--- src/rtl/reg_file_sb.sv ---
// Scoreboarded register file: two combinational read ports, one write port, per-register busy bits.
// Define REG_FILE_BYPASS_EN to forward same-cycle writeback data and busy state to the read ports.
module reg_file_sb #(
   parameter int DATA_W = 16,
   parameter int ADDR_W = 3
) (
   input  logic              clk0,
   input  logic              rst0,
   input  logic [ADDR_W-1:0] a_addr,
   output logic [DATA_W-1:0] a_data,
   output logic              a_busy,
   input  logic [ADDR_W-1:0] b_addr,
   output logic [DATA_W-1:0] b_data,
   output logic              b_busy,
   input  logic              w_en,
   input  logic [ADDR_W-1:0] w_addr,
   input  logic [DATA_W-1:0] w_data,
   input  logic              iss_en,
   input  logic [ADDR_W-1:0] iss_addr,
   output logic [ADDR_W:0]   busy_cnt,
   output logic              iss_err
);

   localparam int unsigned      DEPTH   = 2 ** ADDR_W;
   localparam logic [ADDR_W:0]  CNT_ONE = 1;

   logic [DATA_W-1:0] regs_q [DEPTH];
   logic [DEPTH-1:0]  busy_q, busy_d;
   logic [ADDR_W:0]   cnt_q, cnt_d;
   logic              err_q, err_d;
   logic              w_v, i_v, inc, dec;

   // Register 0 is never written or reserved, so its zero value falls out of the gating below.
   always_comb begin
      w_v    = w_en && (w_addr != '0);
      i_v    = iss_en && (iss_addr != '0);
      busy_d = busy_q;
      if (w_v) busy_d[w_addr] = 1'b0;
      if (i_v) busy_d[iss_addr] = 1'b1;
      inc    = i_v && !busy_q[iss_addr];
      dec    = w_v && busy_q[w_addr] && !(i_v && (iss_addr == w_addr));
      cnt_d  = cnt_q;
      if (inc && !dec)      cnt_d = cnt_q + CNT_ONE;
      else if (dec && !inc) cnt_d = cnt_q - CNT_ONE;
      err_d  = i_v && busy_q[iss_addr] && !(w_v && (w_addr == iss_addr));
   end

   always_ff @(posedge clk0) begin
      if (rst0) begin
         regs_q <= '{default: '0};
         busy_q <= '0;
         cnt_q  <= '0;
         err_q  <= 1'b0;
      end else begin
         if (w_v) regs_q[w_addr] <= w_data;
         busy_q <= busy_d;
         cnt_q  <= cnt_d;
         err_q  <= err_d;
      end
   end

   always_comb begin
      a_data = regs_q[a_addr];
      a_busy = busy_q[a_addr];
      b_data = regs_q[b_addr];
      b_busy = busy_q[b_addr];
`ifdef REG_FILE_BYPASS_EN
      // A forwarded port's busy reflects only the same-cycle reservation, since the write clears it.
      if (w_v && (w_addr == a_addr)) begin
         a_data = w_data;
         a_busy = i_v && (iss_addr == a_addr);
      end
      if (w_v && (w_addr == b_addr)) begin
         b_data = w_data;
         b_busy = i_v && (iss_addr == b_addr);
      end
`endif
   end

   assign busy_cnt = cnt_q;
   assign iss_err  = err_q;

endmodule

--- config.mk ---
export PLATFORM = sky130hd
export DESIGN_NAME = reg_file_sb
export DESIGN_NICKNAME = d
export VERILOG_FILES = /design/src/rtl/reg_file_sb.sv
export SDC_FILE = /design/constraint.sdc
export NUM_CORES = 1
export LEC_CHECK = 0
export BUFFER_PORTS_ARGS = -buffer_cell sky130_fd_sc_hd__buf_2
export CAP_MARGIN = 20
export CORE_MARGIN = 10
export CORE_UTILIZATION = 44
export DETAILED_ROUTE_END_ITERATION = 6
export PLACE_DENSITY = 0.73
export SYNTH_ARGS = -nofsm -noshare
export SYNTH_HDL_FRONTEND = slang
export SYNTH_SLANG_ARGS = --single-unit
--- constraint.sdc ---
create_clock -name clk0 -period 2.4 [get_ports clk0]
set_input_delay 0.12 -clock clk0 [delete_from_list [all_inputs] [get_ports clk0]]
set_output_delay 0.12 -clock clk0 [all_outputs]
set_load 0.02 [all_outputs]
==> qor.txt <==
Status -> finished, violations left
Failing checks -> setup timing
First-pass GRT wire length -> 32.30 mm
Hold Vio Cnt, Final -> 0
Cell Count, Final, Fillers Out -> 1047
Reg-to-Reg End -> busy_cnt[3]
Post-route ant nets -> 0
# fillers -> 1353
Peak supply drop -> 506.4 uV
Max transition margin -> 57.62%
Post-synth top cells -> nand2_1, dfxtp_1, a21oi_1, mux4_2, mux2_2
Leakage -> 3.156 nW
Worst skew pair latency -> 0.42 ns
Fin. max-slew vios -> 0
Utilization after layout -> 53.90%
Slowest CP cell -> mux4_2
Vias in the first global route -> 5806
DP Cell Count -> 1006
Post-synthesis cell area -> 0.007103 mm2
EDFF count, synth -> 0
Total global routing overflow -> 0
H-tree levels -> 4
Tmin final -> 2.496 ns
Full die area -> 0.02163 mm2
Hpwl dp -> 13.29 mm
Post-synth ARST share -> 0%
Number of DRC markers in iteration 0 -> 698
Register bit total from synthesis -> 141
Worst hold slack -> 0.009949 ns
RSZ-0062 raised after global routing -> true
Power Total -> 5.671 mW
Logic pwr share -> 11.3%
Core Rows -> 46
CTS Root Buffer Type -> clkbuf_16
I/O Buffers -> 70
Multi-input logic area -> 0.004031 mm2
Area leader, netlist -> dfxtp_1
Worst-Margin Slew -> 0.6342 ns
WP data arrival -> 2.80 ns
Post-CTS setup buffer count -> 0
Pint -> 4.289 mW
CP required -> 2.71 ns
Final setup fails -> 1
DR vias/cell -> 5.734
Setup slack, reg-to-reg -> -0.1 ns
Synthesis-to-finish area growth -> 20.10%
FF-to-FF Start -> busy_q[7]
Synth Area per Inst -> 9.638 um2
CTS buffer count -> 17
Largest net degree at the start of global routing -> 69
Dpl ws -> -0.08441 ns
Clock Pin Slew Worst Setup and Hold Paths -> 0.06 ns
Sw Share -> 24.37%
Endpoint class of the critical path -> flop
# nets final -> 855
Clock Path Buffers -> 2
Synth cell types -> 32
WHS Endpoint -> regs_q[80]
Cell family with most CP delay -> multiplexers
Seq/Total Area, Yosys -> 39.74%
Critical Path Max Stage Delay -> 0.48 ns
Switching power -> 1.382 mW
Clock sink count -> 141
Synth warn -> 0
Highest clock rate -> 400.7 MHz
Most common cell in the netlist -> nand2_1
CP max FO -> 3
Crit path buffers/inverters -> 1
GP Congestion -> 0.8831
Post-synth top flop -> dfxtp_1
Largest cells by area after synthesis -> dfxtp_1, mux4_2, nand2_1
Power per cell area -> 664.8 mW/mm2
Register area -> 0.002829 mm2
All-layer global routing usage -> 19.01%
CP cell instances -> mux2i_1 > mux4_2 > a211o_1 > ha_2 > inv_2 > ha_4 > a21oi_2 > a211oi_1 > a31oi_1 > mux2_2
Drt drc -> 0
Cell count after synthesis -> 737
DR WL/cell -> 19.76 um
Clk_skew -> 0.006997 ns
R2R depth -> 10
Starting Density -> 44.88%
Startpoint types -> flop
Antenna violations before repair -> 2
Area share of the largest cell type after synthesis -> 39.74%
Final WL -> 20.69 mm
Die Width -> 147.1 um
Total core area -> 0.01583 mm2
DIE HEIGHT -> 147.1 um
Placement Cell Area -> 0.007848 mm2
First-pass DRT Iterations -> 5
Flop pwr share -> 43.1%
Final setup margin -> -0.09577 ns
Layout cell share with drive strength beyond 1 -> 31.72%
Io pins -> 71
Kind of critical path -> flop to flop
HP Start -> w_data[0]
Hold Path Class -> input pin to flop
# Max-Cap Violations -> 0
Clock power share -> 45.5%
Hold Crit Depth -> 3
Syn_nets -> 773
Design area -> 0.008531 mm2
Vias -> 6004
Setup TNS -> -0.09577 ns
CTS tree -> yes
Period utilization -> 104.0%
-- how the worst max path moves through the flow --
| stage | start | to | slack [ns] | cells after the start |
|---|---|---|---|---|
| after detailed placement | busy_q[7] | busy_cnt[3] | -0.08 | 10 |
| final | busy_q[7] | busy_cnt[3] | -0.1 | 10 |
| after global placement | busy_q[7] | busy_cnt[3] | -0.04 | 10 |
| after CTS | busy_q[7] | busy_cnt[3] | -0.09 | 10 |
| after global routing | busy_q[7] | busy_cnt[3] | -0.21 | 10 |
| after floorplan | busy_q[7] | busy_cnt[3] | 0.01 | 10 |
-- registers in the layout, summed over array words and instances (netlist names) --
name and flops:
regs_q 128, iss_err 1, busy_cnt 4, busy_q 8
-- cells in the final DEF (no fill, tap or decap), types with 5 or more instances in the layout --
master         instances
dlygate4sd3_1         10
clkbuf_16             17
a21oi_1              115
buf_2                 69
dfxtp_2                5
nand2b_1               5
buf_4                 39
mux4_2                71
dfxtp_1              136
nor2b_1               23
mux2_2                35
nand2_1              230
nor2_1                13
nor2_2                 5
-- worst reg2reg max path, cell delays in order (launching register included) --
cell and delay [ns]:
dfxtp_2 0.34, mux2i_1 0.08, mux4_2 0.48, a211o_1 0.29
ha_2 0.18, inv_2 0.08, ha_4 0.21, a21oi_2 0.15
a211oi_1 0.08, a31oi_1 0.15, mux2_2 0.35
-- metal layers --
metal	track usage, %	wire [um]	up-vias
met4	8.226	551	2
met5	0	13	-
met2	31.83	10590	239
li1	-	-	2759
met3	3.563	1209	53
met1	23.40	8325	2951
-- cell families after synthesis --
family	Yosys count	synth area share [%]
DFF	141	39.74
AOI/OAI and AO/OA	127	9.407
xor gates and xnor gates	5	0.6165
and+or+nand+nor	290	16.96
buffers and inverters	60	3.840
muxes	110	28.62
adders and majority gates	4	0.8104
-- power by group through the flow --
| stage | registers (mW) | clock network, mW | logic, mW |
|---|---|---|---|
| after floorplan | 2.50 | 0 | 0.397 |
| after global placement | 2.49 | 0 | 0.615 |
| after detailed placement | 2.49 | 0 | 0.623 |
| after CTS | 2.44 | 2.60 | 0.640 |
| after global routing | 2.45 | 2.71 | 0.694 |
| final | 2.45 | 2.58 | 0.643 |
-- final cells by class --
cell class / count / share of cell area, %
tap: 216 / 3.168
clock buffer: 22 / 5.676
inverter: 1 / 0.04400
sequential: 141 / 33.16
multi-input combinational: 536 / 47.26
clock inverter: 7 / 1.041
timing repair buffer: 122 / 9.592
antenna: 2 / 0.05867
-- timing repair --
| action | in CTS | in global routing |
|---|---|---|
| hold buffers | 10 | 0 |
| pin swaps | 1 | 0 |
| resized for setup | 2 | 0 |
| setup endpoints to repair | 2 | 3 |
| endpoints found under the hold margin | 53 | 0 |
| cloned | 0 | 0 |
(Power assumes the default switching activity.)
